[config.mk]
export PLATFORM = sky130hd
export DESIGN_NAME = uart_tx_engine
export DESIGN_NICKNAME = d
export VERILOG_FILES = /design/src/rtl/uart_tx_engine.sv
export SDC_FILE = /design/constraint.sdc
export NUM_CORES = 1
export LEC_CHECK = 0
export CAP_MARGIN = 20
export CORE_ASPECT_RATIO = 1.2
export CORE_UTILIZATION = 50
export DETAILED_ROUTE_END_ITERATION = 16
export PLACE_DENSITY = 0.73
export SYNTH_ARGS = -nofsm -noshare
export SYNTH_HDL_FRONTEND = slang
export SYNTH_SLANG_ARGS = --single-unit
[constraint.sdc]
create_clock -name clk -period 1.6 [get_ports clk]
set_input_delay 0.32 -clock clk [delete_from_list [all_inputs] [get_ports clk]]
set_output_delay 0.32 -clock clk [all_outputs]
set_load 0.02 [all_outputs]
[src/rtl/uart_tx_engine.sv]
// UART transmitter: 8-bit frames with optional even/odd parity and 1 or 2 stop bits.
// A ready/valid handshake allows back-to-back frames with no idle gap on the line.
module uart_tx_engine #(
  parameter int unsigned CLOCK_FREQ = 50_000_000,
  parameter int unsigned BAUD_RATE  = 115_200,
  parameter int unsigned PARITY     = 0,
  parameter int unsigned STOP_BITS  = 1
) (
  input  logic       clk,
  input  logic       rst,
  input  logic [7:0] data_in,
  input  logic       data_in_valid,
  output logic       data_in_ready,
  output logic       serial_out
);

  localparam int unsigned CLOCKS_PER_BIT = CLOCK_FREQ / BAUD_RATE;
  localparam int unsigned CNT_W = (CLOCKS_PER_BIT > 2) ? $clog2(CLOCKS_PER_BIT) : 1;
  localparam int unsigned IDX_W = 4;
  localparam logic [CNT_W-1:0] CNT_LAST  = CNT_W'(CLOCKS_PER_BIT - 1);
  localparam logic [CNT_W-1:0] CNT_PRE   = CNT_W'(CLOCKS_PER_BIT - 2);
  localparam logic [IDX_W-1:0] STOP_LAST = IDX_W'(STOP_BITS - 1);
  localparam logic             PAR_EN    = (PARITY != 0);
  localparam logic             PAR_ODD   = (PARITY == 2);

  if (CLOCKS_PER_BIT < 2 || PARITY > 2 || STOP_BITS < 1 || STOP_BITS > 2) begin : g_param_err
    $error("uart_tx_engine: illegal parameters (CLOCKS_PER_BIT=%0d PARITY=%0d STOP_BITS=%0d)",
           CLOCKS_PER_BIT, PARITY, STOP_BITS);
  end

  typedef enum logic [2:0] {
    IDLE   = 3'd0,
    START  = 3'd1,
    DATA   = 3'd2,
    PARBIT = 3'd3,
    STOP   = 3'd4
  } state_t;

  state_t           state_q, state_d;
  logic [CNT_W-1:0] cnt_q, cnt_d;
  logic [IDX_W-1:0] bit_q, bit_d;
  logic [7:0]       shift_q, shift_d;
  logic             par_q, par_d;
  logic             tx_d;
  logic             rdy_d;
  logic             accept_c;
  logic             wrap_c;

  assign accept_c = data_in_valid && data_in_ready;
  assign wrap_c   = (cnt_q == CNT_LAST);

  // State and registered outputs
  always_ff @(posedge clk) begin
    if (rst) begin
      state_q       <= IDLE;
      cnt_q         <= '0;
      bit_q         <= '0;
      shift_q       <= '0;
      par_q         <= 1'b0;
      serial_out    <= 1'b1;
      data_in_ready <= 1'b1;
    end else begin
      state_q       <= state_d;
      cnt_q         <= cnt_d;
      bit_q         <= bit_d;
      shift_q       <= shift_d;
      par_q         <= par_d;
      serial_out    <= tx_d;
      data_in_ready <= rdy_d;
    end
  end

  // Next state, bit timing and line value
  always_comb begin
    state_d = state_q;
    cnt_d   = cnt_q;
    bit_d   = bit_q;
    shift_d = shift_q;
    par_d   = par_q;
    tx_d    = serial_out;
    rdy_d   = data_in_ready;

    if (state_q != IDLE) begin
      cnt_d = wrap_c ? '0 : cnt_q + CNT_W'(1);
    end

    case (state_q)
      IDLE: begin
        tx_d  = 1'b1;
        rdy_d = 1'b1;
      end
      START: begin
        if (wrap_c) begin
          state_d = DATA;
          bit_d   = '0;
          tx_d    = shift_q[0];
        end
      end
      DATA: begin
        if (wrap_c) begin
          shift_d = shift_q >> 1;
          if (bit_q == IDX_W'(7)) begin
            bit_d = '0;
            if (PAR_EN) begin
              state_d = PARBIT;
              tx_d    = par_q;
            end else begin
              state_d = STOP;
              tx_d    = 1'b1;
            end
          end else begin
            bit_d = bit_q + IDX_W'(1);
            tx_d  = shift_q[1];
          end
        end
      end
      PARBIT: begin
        if (wrap_c) begin
          state_d = STOP;
          bit_d   = '0;
          tx_d    = 1'b1;
        end
      end
      STOP: begin
        // Raise ready one cycle early so an accept lands on the final stop cycle
        if (bit_q == STOP_LAST && cnt_q == CNT_PRE) begin
          rdy_d = 1'b1;
        end
        if (wrap_c) begin
          if (bit_q == STOP_LAST) begin
            state_d = IDLE;
            bit_d   = '0;
          end else begin
            bit_d = bit_q + IDX_W'(1);
          end
        end
      end
      default: begin
        state_d = IDLE;
        cnt_d   = '0;
        bit_d   = '0;
        tx_d    = 1'b1;
        rdy_d   = 1'b1;
      end
    endcase

    if (accept_c) begin
      state_d = START;
      cnt_d   = '0;
      bit_d   = '0;
      shift_d = data_in;
      par_d   = PAR_ODD ? ~(^data_in) : (^data_in);
      tx_d    = 1'b0;
      rdy_d   = 1'b0;
    end
  end

endmodule

; ---- Yosys cells after proc, flatten, opt, wreduce, memory -nomap -nowiden
; Cells that the tools add are included.
[op_classes]
n_mux = 27
bitwise_logic = 2
add_sub_neg = 2
shifts = 0
div_mod_pow = 0
magnitude_cmp = 0
n_mul = 0
eq_ne = 24
reduce_logical = 18
[op_table]
columns = operator, count
row1 = two-way mux 8 bit, 3
row2 = "inequality test 3 bit, second input constant", 7
row3 = two-way mux 4 bit, 5
row4 = "== test 9 bit, second input constant", 2
row5 = two-way mux 3 bit, 6
row6 = "inequality test 2 bit, second input constant", 8
row7 = one-hot mux 4 bit (4 select lines), 1
row8 = one-hot mux 3 bit (5 select lines), 1
row9 = AND reduction 7 bit, 2
row10 = "adder 9 x 1 -> 9 bit, second input constant", 1
row11 = two-way mux 9 bit, 1
row12 = two-way mux 1 bit, 8
row13 = AND reduction 4 bit, 2
row14 = "== test 3 x 2 -> 1 bit, second input constant", 2
row15 = OR reduction 3 bit, 2
row16 = OR reduction 5 bit, 1
row17 = "adder 4 x 1 -> 4 bit, second input constant", 1
row18 = "== test 4 x 3 -> 1 bit, second input constant", 1
row19 = zero test 4 bit, 1
row20 = "inequality test 2 x 1 -> 1 bit, second input constant", 2
row21 = one-hot mux 1 bit (4 select lines), 1
row22 = AND reduction 2 bit, 2
row23 = nonzero test 2 bit, 2
row24 = OR reduction 2 bit, 2
row25 = 7 further kinds, 9
[totals]
latchBits = 0
in_bits = 11
mem_count = 0
word_cells = 80
rom_bits = 0
register_bits = 26
output_inout_bits = 2
ram_bits = 0

; ---- Longest topological paths before layout
[depth]
depth_word = 5
ltp_mapped = 7

; ---- Least setup slack after synthesis
; Ideal clock, no wire load.
[synth_timing]
path_kind = reg2reg
start = reg bit_q[0]
end = reg state_q[2]
path_buffers = 0
synth_period_minus_slack_ns = 1.542
setup_ns = 0.070
setup_slack_ns = 0.058
required_ns = 1.530
arrival_time_ns = 1.472
stages_incl_launch_ff = 8
cell_sequence = dfxtp_1 inv_1 ha_1 or3b_1 nand2_1 o32ai_2 or3_1 a21oi_1
[synth_between]
elab_chain_len = 3
word_cells_on_any_way = 5
[synth_lines]
columns = element, line_no
row1 = from (decl), 41  ; logic [IDX_W-1:0] bit_q, bit_d;
row2 = from (signal assigned), 65  ; bit_q <= bit_d;
row3 = == test 4 x 3 -> 1 bit or zero test 4 bit (tied branches), "102, 130"
row4 = inequality test 2 bit (no source line), --
row5 = AND reduction 7 bit (no source line) (*), --
row6 = to (signal assigned), 63  ; state_q <= state_d;
row7 = to (decl), 39  ; state_t state_q, state_d;
; Every way passes the cells marked *; elsewhere a longest branch is shown, timed or not.
; A chain may end at the register's enable or synchronous reset.

; ---- Worst setup path after layout
[layout_timing]
start = reg cnt_q[6]
end = reg cnt_q[7]
[layout_between]
elab_chain_len = 2
word_cells_on_any_way = 3
[layout_lines]
columns = element, line_no
row1 = from (decl), 40  ; logic [CNT_W-1:0] cnt_q, cnt_d;
row2 = from (signal assigned), 64  ; cnt_q <= cnt_d;
row3 = adder 9 x 1 -> 9 bit or == test 9 bit (tied branches), "84, 50"
row4 = two-way mux 9 bit (*), 84  ; cnt_d = wrap_c ? '0 : cnt_q + CNT_W'(1);
; Marks and branches as above.

==> metrics.txt <==
most used flip-flop cell after synthesis=dfxtp_1; CTS max path bufs=2; Initial Utilization=0.527; Final ANT Viol Nets=0; WL final=3200 µm; WL/cell=12.9 µm; placed cells=241; # diodes=0; CTS clk-pin slew, worst paths=0.13 ns; Die Y=61.4 µm; Synth Area per Inst=8.25 µm²; Post-synth EDFFs=0; # Max-Cap Violations=0; post-place setup slack=-0.0932 ns; R2R setup slack=-0.01 ns; FMAX=621 MHz; fin. max-slew vios=0; Hold Path Class=reg2reg; Yosys cell types=45; cells after synthesis=178; vias in the first global route=1243; core box area=2790 µm²; CTS tree=built; fin crit period=1.61 ns; Tcrit/Tclk final=1.01; top cells by area, synth=dfxtp_1, a21oi_1, nand2_1, nor2_1, ha_1; DRC=0; hold path cells=2; share of layout cells above drive strength 1=0.300; Sum Neg Setup Slack=-0.0639 ns; PwrDens=610 nW/µm²; met3 Use GR=0.0296; met2 Use GR=0.388; Crit. End Element=flop; Clock Skew=0.00508 ns; Crit path required time=1.82 ns; failing checks=negative setup slack; count leader, synth=dfxtp_1; DIE AREA=3160 µm²; htree depth=1; root buf cell=clkbuf_4; ys async rst share=0; Final HPWL DP=2390 µm; I/O pin cnt=13; worst r2r dst=cnt_q[7]$_SDFFE_PP0P_; worst setup path class=reg2reg; worst r2r src=cnt_q[6]$_SDFFE_PP0P_; crit-path max FO=9; syn nets=194; global-route met1 utilization=0.275; pin count of the biggest net entering global routing=15; initial antenna violation count=0; DR iter-0 viols=22; Yosys top cell area share=0.354; Final Setup Violations=11; crit start category=flop; die width=51.5 µm; Synth Cell Area=1470 µm²; hold_sp=shift_q[3]$_SDFFE_PP0P_; WHS Endpoint=shift_q[3]$_SDFFE_PP0P_; gr ovfl total=0; R2R depth=5; number of buffers added on ports=12; length of the first detailed-routing pass in iterations=4; Vias=1330; hold buffers post-CTS=0; Cell Count, Final, Fillers Out=247; Yosys warnings=0; worst endpoint data arrival time=1.83 ns; final worst setup slack=-0.0103 ns; post-layout net count=231; Worst VDD drop=0.497 mV; gpl congestion=0.899; status=complete, but fails checks; global-route usage over all layers=0.217; Slew @ Worst Pin=0.329 ns; final hold vios=0; CTS Buf Count=3; Critical Path Source=cnt_q[6]$_SDFFE_PP0P_; RSZ-0062 raised after global routing=yes; top cells by count, synth=dfxtp_1, nand2_1, a21oi_1, nor2_1, nor2_2; Layout area overhead=28.5%; vias per std cell=5.38; dominant cell type by area after synthesis=dfxtp_1; clk_lat worst skew=0.31 ns; first-pass GRT wire length=5220 µm; # rows=21; sequential share of the synthesized area=0.354; Sink Count=26; #FFs+latches synth=26; busiest grt layer=met2; Pleak=0.000721 µW; relative slew slack=0.779
report_power, final:
group	leakage, µW	switching [µW]	internal, µW	total [µW]
clock network	0.0000138	182	87.8	270
registers	0.000213	14.1	667	681
logic	0.000494	103	97.5	201
worst max path at each step:
stage                                    to  depth (start not counted)
global route        state_q[2]$_SDFFE_PP0P_                          5
floorplan           state_q[2]$_SDFFE_PP0P_                          7
CTS                 state_q[2]$_SDFFE_PP0P_                          7
global placement    shift_q[0]$_SDFFE_PP0P_                          6
detailed placement  shift_q[0]$_SDFFE_PP0P_                          6
finish                cnt_q[7]$_SDFFE_PP0P_                          5
flip-flops by register name, indices dropped and copies added, names as in the netlist:
signal	cells
cnt_q	9
shift_q	8
bit_q	4
state_q	3
data_in_ready	1
serial_out	1
metrics by stage:
step / hold WS [ns] / area (µm²) / util / total power, µW
global placement: 0.468 / 1800 / 0.645 / 888
global route: 0.534 / 1890 / 0.678 / 1210
CTS: 0.500 / 1830 / 0.657 / 1160
floorplan: 0.421 / 1470 / - / 810
detailed placement: 0.482 / 1800 / 0.645 / 893
finish: 0.509 / 1890 / 0.678 / 1150
what timing repair did:
| action | CTS | global route |
|---|---|---|
| resized for setup | 7 | 13 |
| setup buffers | 1 | 2 |
| setup endpoints to repair | 15 | 18 |
| pin swaps | 6 | 2 |
layout by cell type, fill, tap and decap left out, types with 3 or more instances in the layout:
cell             instances
nand2b_1                 3
and3_1                   3
nand3_1                  3
a21oi_1                 22
nor2_2                   9
xnor2_1                  5
dfxtp_1                 23
o21ai_1                  4
buf_4                   26
xor2_1                   4
dfxtp_2                  3
nor2_1                  20
clkdlybuf4s50_1         10
inv_1                    4
clkbuf_4                 3
nand2_1                 21
ha_1                     4
area by class of cell:
cell class | instances | area (µm²)
multi-input combinational | 138 | 932
fill | 254 | 897
sequential | 26 | 524
timing repair buffer | 40 | 344
tap | 34 | 42.5
clock buffer | 3 | 22.5
inverter | 6 | 22.5
layer usage:
layer  share of wire  vias to the layer above
met4          0.0063                        0
met1            0.47                      629
met3           0.016                        2
met5               0                        -
met2            0.51                       16
li1                -                      683
worst max-delay path: stages, from the launching register on:
cell and delay (ns):
dfxtp_2 0.36, nor4b_4 0.38, nand3_2 0.16, maj3_2 0.43, nand2_8 0.14, nor2_2 0.05
cells by family after synthesis:
logic type | Yosys count | share of synthesized area
xor gates and xnor gates | 9 | 0.0537
and+or+nand+nor | 80 | 0.302
AOI/OAI and AO/OA | 41 | 0.183
DFF | 26 | 0.354
adders and majority gates | 7 | 0.0596
muxes | 1 | 0.00681
buffers and inverters | 14 | 0.0400
No activity file was read; power rests on OpenSTA's default activity.
